File: config.mk
export PLATFORM = sky130hd
export DESIGN_NAME = rstctl
export DESIGN_NICKNAME = d
export VERILOG_FILES = /design/src/rtl/rstctl.sv
export SDC_FILE = /design/constraint.sdc
export NUM_CORES = 1
export LEC_CHECK = 0
export CELL_PAD_IN_SITES_DETAIL_PLACEMENT = 1
export CELL_PAD_IN_SITES_GLOBAL_PLACEMENT = 1
export CORE_UTILIZATION = 30
export DETAILED_ROUTE_END_ITERATION = 12
export PLACE_DENSITY_LB_ADDON = 0.15
export SLEW_MARGIN = 20
export SYNTH_ARGS = -nofsm -noshare
export SYNTH_HDL_FRONTEND = slang
export SYNTH_SLANG_ARGS = --single-unit
File: constraint.sdc
create_clock -name clk -period 3.7 [get_ports clk]
set_input_delay 0.74 -clock clk [delete_from_list [all_inputs] [get_ports clk]]
set_output_delay 0.74 -clock clk [all_outputs]
set_load 0.02 [all_outputs]
File: src/rtl/rstctl.sv
// Reset controller: synchronizes and debounces the board button, divides clk into
// clk_en pulses, holds the system in reset for RESET_HOLD pulses and freezes it on trap.
module rstctl #(
    parameter int unsigned DIV          = 4,
    parameter int unsigned RESET_HOLD   = 16,
    parameter int unsigned DEBOUNCE     = 16384,
    parameter int unsigned AUTO_RESTART = 1,
    parameter int unsigned TRAP_HOLDOFF = 2500000
) (
    input  logic       clk,
    input  logic       reset,
    input  logic       btn_n,
    input  logic       trap,
    output logic       clk_en,
    output logic       system_reset,
    output logic       trapped,
    output logic [1:0] state
);

    localparam int unsigned DIV_W  = $clog2(DIV);
    localparam int unsigned HOLD_W = $clog2(RESET_HOLD + 1);
    localparam int unsigned DB_W   = $clog2(DEBOUNCE + 1);
    localparam int unsigned HO_W   = $clog2(TRAP_HOLDOFF + 1);

    typedef enum logic [1:0] {
        ST_HOLD    = 2'd0,
        ST_RUN     = 2'd1,
        ST_TRAPPED = 2'd2
    } state_t;

    state_t            r_state;
    state_t            w_state_nxt;
    logic              r_sys_rst;
    logic              r_trapped;
    logic              r_sync1;
    logic              r_sync2;
    logic              r_btn_pressed;
    logic [DB_W-1:0]   r_db_cnt;
    logic [DIV_W-1:0]  r_div;
    logic [HOLD_W-1:0] r_hold_cnt;
    logic [HO_W-1:0]   r_ho_cnt;
    logic              w_btn_level;
    logic              w_pulse;

    // Two-flop synchronizer; idles released (button not pressed)
    always_ff @(posedge clk) begin
        if (reset) begin
            r_sync1 <= 1'b1;
            r_sync2 <= 1'b1;
        end else begin
            r_sync1 <= btn_n;
            r_sync2 <= r_sync1;
        end
    end

    assign w_btn_level = ~r_sync2;

    // Debounce: accept a new level after DEBOUNCE consecutive differing samples
    always_ff @(posedge clk) begin
        if (reset) begin
            r_btn_pressed <= 1'b0;
            r_db_cnt      <= '0;
        end else if (w_btn_level == r_btn_pressed) begin
            r_db_cnt <= '0;
        end else if (r_db_cnt == DB_W'(DEBOUNCE - 1)) begin
            r_btn_pressed <= w_btn_level;
            r_db_cnt      <= '0;
        end else begin
            r_db_cnt <= r_db_cnt + 1'b1;
        end
    end

    // Free-running divider; keeps counting while trapped
    always_ff @(posedge clk) begin
        if (reset) begin
            r_div <= '0;
        end else if (r_div == DIV_W'(DIV - 1)) begin
            r_div <= '0;
        end else begin
            r_div <= r_div + 1'b1;
        end
    end

    assign w_pulse = (r_div == DIV_W'(DIV - 1));

    // Hold counter counts raw pulses in HOLD while the button is released
    always_ff @(posedge clk) begin
        if (reset) begin
            r_hold_cnt <= '0;
        end else if ((r_state != ST_HOLD) || r_btn_pressed) begin
            r_hold_cnt <= '0;
        end else if (w_pulse && (r_hold_cnt != HOLD_W'(RESET_HOLD))) begin
            r_hold_cnt <= r_hold_cnt + 1'b1;
        end
    end

    // Holdoff counter is zero outside TRAPPED, so it starts at 0 on entry
    always_ff @(posedge clk) begin
        if (reset) begin
            r_ho_cnt <= '0;
        end else if (r_state != ST_TRAPPED) begin
            r_ho_cnt <= '0;
        end else if (r_ho_cnt != HO_W'(TRAP_HOLDOFF - 1)) begin
            r_ho_cnt <= r_ho_cnt + 1'b1;
        end
    end

    always_ff @(posedge clk) begin
        if (reset) begin
            r_state   <= ST_HOLD;
            r_sys_rst <= 1'b1;
            r_trapped <= 1'b0;
        end else begin
            r_state   <= w_state_nxt;
            r_sys_rst <= (w_state_nxt == ST_HOLD);
            r_trapped <= (w_state_nxt == ST_TRAPPED);
        end
    end

    // Button press has priority over trap in RUN
    always_comb begin
        w_state_nxt = r_state;
        case (r_state)
            ST_HOLD: begin
                if (w_pulse && !r_btn_pressed && (r_hold_cnt == HOLD_W'(RESET_HOLD - 1))) begin
                    w_state_nxt = ST_RUN;
                end
            end
            ST_RUN: begin
                if (r_btn_pressed) begin
                    w_state_nxt = ST_HOLD;
                end else if (w_pulse && trap) begin
                    w_state_nxt = ST_TRAPPED;
                end
            end
            ST_TRAPPED: begin
                if (r_btn_pressed ||
                    ((AUTO_RESTART != 0) && (r_ho_cnt == HO_W'(TRAP_HOLDOFF - 1)))) begin
                    w_state_nxt = ST_HOLD;
                end
            end
            default: w_state_nxt = ST_HOLD;
        endcase
    end

    assign clk_en       = w_pulse & (r_state != ST_TRAPPED) & ~reset;
    assign system_reset = r_sys_rst;
    assign trapped      = r_trapped;
    assign state        = r_state;

endmodule

==> metrics.md, run 1 <==
| Metric | Value |
|---|---|
| # nets final | 280 |
| All-layer global routing usage | 13.7% |
| Final Max Tran Viols | 0 |
| Setup Crit Path Kind | in -> out |
| Placed cell count | roughly 360 |
| First-pass GRT wire length | 8.62 mm |
| CTS HTree Levels | 2 |
| Area delta synth->final | 11.6% |
| PostCTS Resize Cnt | 0 |
| Max-cap violation count | 0 |
| Hold path startpoint | r_sync1 |
| Reg clk slew, reported paths | 90 ps |
| Number of synthesized flops with an enable pin | 0 |
| Final WL | 4.77 mm |
| Crit-path max FO | 2 |
| Chip Height | 89.6 um |
| Syn Nets | 272 |
| DR WL/cell | 12.9 um |
| Hold Crit Endpoint | r_sync2 |
| Setup-failing EPs final | 0 |
| Worst slew margin | 45.4% |
| Gpl congestion | ~0.7 |
| Finished Layout Cells | 369 |
| Post-CTS setup buffer count | 0 |
| Ys flop type | dfxtp_1 |
| Synth Warn # | 0 |
| Worst-Margin Slew | 820 ps |
| Power Total | between 0.9 and 1 mW |
| Req. time, crit path | 2960 ps |
| ANT cells | 0 |
| CTS tree | yes |
| Initial Util | roughly a third |
| Ys async rst share | 0% |
| Status | complete, no violations |
| Share of layout cells above drive strength 1 | about 6.3% |
| Post-DP HPWL | 3.44 mm |
| Grt total ovfl | 0 |
| CTS Sinks | 51 |
| Critical path capture point type | primary output |
| First-pass iteration count of the detailed router | 4 |
| Synth cell types | 40 |
| Core ar. | 7330 um^2 |
| Clk Latency, worst-skew pair | 300 ps |
| Die Area | 8030 um^2 |
| DRT iter0 DRCs | between 100 and 150 |
| Fmax | around 0.36 GHz |
| Reg2reg end | r_ho_cnt[20] |
| Hold Vio Cnt, Final | 0 |
| R2r worst-path depth | 5 |
| Crit share post-route | 74.8% |
| Width of the chip | 89.6 um |
| Reg2reg start | r_ho_cnt[0] |
| Initial antenna violation count | 0 |
| Sequential fraction of the synthesis area | 44.3% |
| Final ANT Viol Nets | 0 |
| Avg Inst Size Synth | 8.79 um^2 |
| Min-delay worst type | reg -> reg |
| Largest net degree at the start of global routing | 20 |
| Pwr Density | 354 nW/um^2 |
| Tmin final | between 2000 and 3000 ps |
| Final Worst Setup Slack | 933 ps |
| Post-CTS Hold Buffers | 0 |
| Post-Syn Instances | 262 |
| WHS Path Cells | 1 |
| DR vias | ~1800 |
| Flops & latches, synth | 51 |
| P_leak | between 0.7 and 0.8 nW |
| Worst Skew | roughly 6.6 ps |
| Via/cell ratio | 4.95 |
| Startpoint Class | input pin |
| RSZ-0062 raised after global routing | no |
| Site Rows | 31 |
| TritonCTS buffer count | 5 |
| Worst Setup Slack post-DPL | 920 ps |
| Filler cells | 873 |
| Mapped cell area | 2300 um^2 |
| Peak supply drop | 0.126 mV |
| Vias in the first global route | 1802 |
| I/O Pins | 9 |
| IO Port Bufs | 8 |
| # DRC | 0 |
| Crit path DAT | 2030 ps |
| Final design utilization | 35.1% |
| Root Driver | clkbuf_8 |
| Worst R2R Setup Slack | 1390 ps |
| Sum of negative setup slack | 0 ps |
| CTS Buffer Depth | 2 |
flip-flops by register name, summed over array words and instances, names as in the netlist:
signal	flops
r_ho_cnt	22
r_db_cnt	15
r_hold_cnt	5
r_div	2
state	2
r_btn_pressed	1
r_sync1	1
r_sync2	1
system_reset	1
trapped	1
metal layers:
layer,GRT usage [%],share of wire (%),vias to the layer above
met3,3.02,2.3,3
met4,3.90,0.61,0
met1,19.8,55,873
li1,-,-,937
met5,0,0,-
met2,20.4,42,15
logic make-up (layout without fill, tap and decap cells):
kind of cell    Yosys count  in the layout  share of synthesized area [%]
compound gates           36             36                           10.2
xor+xnor                 23             23                           8.75
fa+ha+maj                 6              6                           3.26
buf+inv                  20             28                           3.31
flops                    51             51                           44.3
mux                       5              5                           2.17
simple gates            121            121                           28.0
report_power, final:
group | internal [mW] | switching, mW | leakage, nW
clock | 0.147 | 0.179 | 0.0470
combinational | 0.0128 | 0.0139 | 0.333
sequential | 0.554 | 0.00331 | 0.412
total | 0.714 | 0.196 | 0.792
per-stage QoR:
step	hold WS, ps	instance area [um^2]
5_1_grt	457	2570
4_1_cts	430	2570
2_1_floorplan	389	2300
3_3_place_gp	392	2480
3_5_place_dp	403	2480
6_report	426	2570
cells in the mapped netlist (all sizes together) (2+ instances only):
cell type   n  area (um^2)
nand2b      3         18.8
and3        4         25.0
a21oi      12         60.1
nand2      15         56.3
dfxtp      51         1020
inv        12         45.0
mux2i       5         50.1
nand3      13         65.1
xnor2      16          140
clkbuf      7         26.3
o21ai       8         40.0
nor3b       3         22.5
nor3        9         45.0
or2         3         18.8
or3         9         57.6
nor4        6         37.5
xor2        7         61.3
ha          6         75.1
o2111ai     3         26.3
nor2       35          131
nand4       7         50.1
o21a        2         15.0
o31ai       6         45.0
or4         8         65.1
worst max-delay path: stages:
cell and delay [ps]:
clkdlybuf4s50_1 420, nor3b_1 220, clkdlybuf4s50_1 640
final cells by class:
class,instances,area (um^2),area share [%]
clock buffer,6,82.6,3.21
inverter,12,45.0,1.75
clock inverter,1,5.00,0.195
multi-input combinational,191,1210,46.9
sequential,51,1020,39.7
timing repair buffer,9,87.6,3.41
tap,99,124,4.82
cell usage in the layout, fill, tap and decap left out, drive strengths merged:
master	instances
a21oi	12
or4b	1
nor2b	1
nor3b	3
clkdlybuf4s50	8
nand3	13
ha	6
nor4	6
or4	8
xnor2	16
xor2	7
buf	1
mux2i	5
o21a	2
or3	9
o311ai	1
or2	3
nor4b	1
a21boi	1
a211oi	1
clkinv	1
nand2	15
o21ai	8
a311oi	1
and4	1
dfxtp	51
clkbuf	6
a221oi	1
o31ai	6
nor3	9
nand2b	3
nor2	35
nor4bb	1
nand4	7
and3	4
inv	12
o2111ai	3
nand4b	1
worst max path at each step:
stage / slack [ps] / from / to
after CTS: 900 / reset / clk_en
after detailed placement: 920 / reset / clk_en
after global routing: 840 / reset / clk_en
after global placement: 930 / reset / clk_en
after floorplan: 1500 / reset / clk_en
final: 930 / reset / clk_en
Note: power is estimated with default switching activity, not from simulation.
==> run 2: changes to the inputs <==
==> constraint.sdc (replaced) <==
create_clock -name clk -period 2.8 [get_ports clk]
set_input_delay 0.56 -clock clk [delete_from_list [all_inputs] [get_ports clk]]
set_output_delay 0.56 -clock clk [all_outputs]
set_load 0.02 [all_outputs]
==> metrics.md, run 2 (synthesis gave the netlist of run 1 again) <==
| Metric | Value |
|---|---|
| CTS tree | yes |
| Cell family with the largest share of critical-path delay | buffers and inverters |
| Pwr Density | 464 nW/um^2 |
| Hold Vio Cnt, Final | 0 |
| Seq. cell area | roughly 1000 um^2 |
| DRT iter0 DRCs | 85 |
| Sum of negative setup slack | 0 ps |
| IO Port Bufs | 8 |
| Via/cell ratio | ~4.9 |
| Min-delay worst type | reg -> reg |
| ANT cells | 0 |
| Vias in the first global route | approximately 1700 |
| Final Max Tran Viols | 0 |
| CTS HTree Levels | 2 |
| Fin area | 2580 um^2 |
| Fmax | between 0.4 and 0.5 GHz |
| # DRC | 0 |
| CTS Buffer Depth | 2 |
| DR WL/cell | roughly 13 um |
| WHS | 427 ps |
| Slowest stage delay, CP | 630 ps |
| Max-cap violation count | 0 |
| Site Rows | 31 |
| Top reg by flops | r_ho_cnt |
| Req. time, crit path | 2240 ps |
| Setup-failing EPs final | 0 |
| Crit path DAT | 1860 ps |
| Die Area | about 8000 um^2 |
| Core ar. | between 7000 and 8000 um^2 |
| Tmin final | ~2400 ps |
| Crit-path max FO | 10 |
| Gpl congestion | 0.686 |
| Largest net degree at the start of global routing | 20 |
| WP buf/inv | 1 |
| # nets final | around 280 |
| Final Worst Setup Slack | 377 ps |
| Clk Latency, worst-skew pair | around 310 ps |
| Finished Layout Cells | 372 |
| Slowest stage cell, crit path | clkdlybuf4s50_1 |
| TritonCTS buffer count | 5 |
| PostCTS Resize Cnt | 0 |
| Top flop regs | r_ho_cnt x22, r_db_cnt x15, r_hold_cnt x5 |
| Setup Crit Path Kind | reg -> out |
| Worst slew margin | 41.1% |
| Commonest non-fill, non-tap cell in the layout | dfxtp_1 |
| Worst Setup Slack post-DPL | 421 ps |
| Power Total | between 1 and 1.5 mW |
| Reg clk slew, reported paths | approximately 90 ps |
| Area delta synth->final | 12.1% |
| Post-CTS Hold Buffers | 0 |
| Startpoint Class | register |
| P_leak | 0.802 nW |
| Peak supply drop | 0.176 mV |
| Placed cell count | about 360 |
| First-pass iteration count of the detailed router | 4 |
| I/O Pins | 9 |
| Share of layout cells above drive strength 1 | 7.33% |
| Initial antenna violation count | 0 |
| All-layer global routing usage | 13.7% |
| Final design utilization | 35.2% |
| RSZ-0062 raised after global routing | no |
| Post-CTS setup buffer count | 0 |
| Root Driver | clkbuf_8 |
| Grt total ovfl | 0 |
| Width of the chip | 89.6 um |
| Crit share post-route | 86.5% |
| Critical path capture point type | primary output |
| Status | complete, no violations |
| Dpl cell area | 2500 um^2 |
| Most frequent cells in the layout | dfxtp_1 (51), nor2_1 (35), xnor2_1 (16) |
| Post-DP HPWL | about 3.5 mm |
| Final WL | 4.97 mm |
| Crit-path cells | ha_1, nor3b_1, clkdlybuf4s50_1 |
| Worst Skew | 12.0 ps |
| Worst-Margin Slew | 884 ps |
| CTS Sinks | 51 |
| Multi-input logic area | 1210 um^2 |
| Largest register FFs | 22 |
| DR vias | 1832 |
| Final ANT Viol Nets | 0 |
| First-pass GRT wire length | 8.49 mm |
| Initial Util | 31.4% |
| Filler cells | approximately 880 |
| Chip Height | 89.6 um |
run 2: worst paths after layout:
check | from | endpoint | slack, ps | depth (start not counted)
worst max-delay path | r_div[0] | clk_en | 380 | 3
worst min-delay path | r_sync1 | r_sync2 | 430 | 1
worst max register to register | r_ho_cnt[0] | r_ho_cnt[20] | 520 | 5
worst min register to register | r_sync1 | r_sync2 | 430 | 1
run 2: worst register-to-register path, cell delays in order, from the launching register on:
cell,delay [ps]
dfxtp_1,400
ha_1,240
nand4_2,210
or3_1,550
or4_4,550
a221oi_2,240
run 2: cell type report:
type	instances	area share [%]
multi-input combinational	191	46.7
sequential	51	39.5
tap	99	4.80
timing repair buffer	11	3.97
clock buffer	5	2.66
inverter	12	1.74
clock inverter	3	0.581
run 2: metal layers:
metal / wire, um / vias to the layer above / part of all wire [%] / GRT usage, %
met4: 72 / 0 / 1.4 / 4.76
met2: 2040 / 20 / 41 / 19.5
li1: - / 949 / - / -
met1: 2720 / 857 / 55 / 20.4
met5: 0 / - / 0 / 0
met3: 141 / 6 / 2.8 / 2.93
run 2: power breakdown:
part | total [mW] | leakage [nW] | switching, mW | internal, mW
clock network | 0.427 | 0.0477 | 0.255 | 0.172
registers | 0.737 | 0.412 | 0.00416 | 0.733
logic | 0.0343 | 0.342 | 0.0177 | 0.0166
==> run 3: changes to the inputs <==
--- a/config.mk
+++ b/config.mk
@@ -7,6 +7,7 @@
 export LEC_CHECK = 0
 export CELL_PAD_IN_SITES_DETAIL_PLACEMENT = 1
 export CELL_PAD_IN_SITES_GLOBAL_PLACEMENT = 1
+export CORE_MARGIN = 2
 export CORE_UTILIZATION = 30
 export DETAILED_ROUTE_END_ITERATION = 12
 export PLACE_DENSITY_LB_ADDON = 0.15
==> metrics.md, run 3 (synthesis gave the netlist of run 1 again) <==
| Metric | Value |
|---|---|
| Status | complete, no violations |
| Top reg by flops | r_ho_cnt |
| DR WL/cell | 13.1 um |
| Startpoint Class | register |
| DRT iter0 DRCs | 57 |
| Max-cap violation count | 0 |
| Die Area | 8400 um^2 |
| Critical path capture point type | primary output |
| Worst Skew | 5.55 ps |
| DR vias | 1855 |
| Setup Crit Path Kind | reg -> out |
| I/O Pins | 9 |
| CTS tree | yes |
| Final ANT Viol Nets | 0 |
| Initial Util | 31.4% |
| Finished Layout Cells | around 370 |
| Post-CTS setup buffer count | 0 |
| Crit-path max FO | 10 |
| Most frequent cells in the layout | dfxtp_1 (51), nor2_1 (35), xnor2_1 (16) |
| Crit path DAT | 1880 ps |
| Final Worst Setup Slack | between 300 and 400 ps |
| Tmin final | 2440 ps |
| All-layer global routing usage | 12.8% |
| Fmax | 0.410 GHz |
| Peak supply drop | roughly 0.25 mV |
| Worst Setup Slack post-DPL | 415 ps |
| TritonCTS buffer count | 5 |
| First-pass GRT wire length | between 8 and 9 mm |
| Final Max Tran Viols | 0 |
| Post-CTS Hold Buffers | 0 |
| Clk Latency, worst-skew pair | 310 ps |
| Crit share post-route | 87.0% |
| RSZ-0062 raised after global routing | no |
| Min-delay worst type | reg -> reg |
| CTS Buffer Depth | 2 |
| Top flop regs | r_ho_cnt x22, r_db_cnt x15, r_hold_cnt x5 |
| PostCTS Resize Cnt | 0 |
| Pwr Density | 524 nW/um^2 |
| Setup-failing EPs final | 0 |
| # DRC | 0 |
| P_leak | 0.819 nW |
| Site Rows | 31 |
| CTS Sinks | 51 |
| Largest register FFs | 22 |
| Worst slew margin | between 60% and 70% |
| ANT cells | 0 |
| Width of the chip | between 90 and 100 um |
| Largest net degree at the start of global routing | 20 |
| Commonest non-fill, non-tap cell in the layout | dfxtp_1 |
| Crit-path cells | ha_1, nor3b_1, clkdlybuf4s50_1 |
| Core ar. | 7330 um^2 |
| Post-DP HPWL | 3.50 mm |
| Share of layout cells above drive strength 1 | roughly 7.3% |
| Initial antenna violation count | 0 |
| Slowest stage cell, crit path | clkdlybuf4s50_1 |
| Final design utilization | 35.9% |
| Gpl congestion | 0.701 |
| # nets final | 282 |
| Area delta synth->final | 14.4% |
| Root Driver | clkbuf_8 |
| Placed cell count | 364 |
| Hold Vio Cnt, Final | 0 |
| CTS HTree Levels | 2 |
| Req. time, crit path | 2240 ps |
| First-pass iteration count of the detailed router | 4 |
| Sum of negative setup slack | 0 ps |
| IO Port Bufs | 8 |
| Reg clk slew, reported paths | 100 ps |
| Slowest stage delay, CP | 630 ps |
| Vias in the first global route | 1847 |
| Via/cell ratio | 4.99 |
| Chip Height | a little over 90 um |
| Worst-Margin Slew | 592 ps |
| Final WL | 4.87 mm |
| WHS | around 420 ps |
| Grt total ovfl | 0 |
-- run 3: power breakdown --
part | switching [mW] | total (mW) | internal, mW
sequential | 0.00417 | 0.737 | 0.733
clock | 0.253 | 0.609 | 0.356
combinational | 0.0181 | 0.0348 | 0.0167
total | 0.275 | 1.38 | 1.11
-- run 3: layout make-up --
cell class,instances,area [um^2]
Clock buffer,5,68.8
Clock inverter,3,67.6
Fill cell,845,4700
Inverter,12,45.0
Multi-Input combinational cell,191,1210
Sequential cell,51,1020
Tap cell,99,124
Timing Repair Buffer,11,103
-- run 3: per-layer routing --
metal  routed length (um)  track usage [%]  vias up
li1                     -                -      951
met1                 2510             17.6      879
met2                 2130             19.2       15
met3                  126             2.79       10
met4                   99             5.56        0
met5                    0                0        -
-- run 3: critical path: cells and delay by family (launching register included) --
kind                       cells  cell delay [ps]
adders and majority gates      1              350
DFF                            1              350
and+or+nand+nor                1              230
buffers and inverters          1              630
-- run 3: path summary, 6_finish.rpt --
kind | start | endpoint | slack (ps) | depth (start not counted)
max | r_div[0] | clk_en | 360 | 3
min | r_sync1 | r_sync2 | 420 | 1
max reg2reg | r_ho_cnt[0] | r_ho_cnt[20] | 580 | 5
min reg2reg | r_sync1 | r_sync2 | 420 | 1
-- run 3: metrics by stage --
stage | total power, mW | area [um^2]
finish | 1.38 | 2640
global route | 1.44 | 2640
CTS | 1.40 | 2640
detailed placement | 0.789 | 2500
global placement | 0.788 | 2500
floorplan | 0.776 | 2300
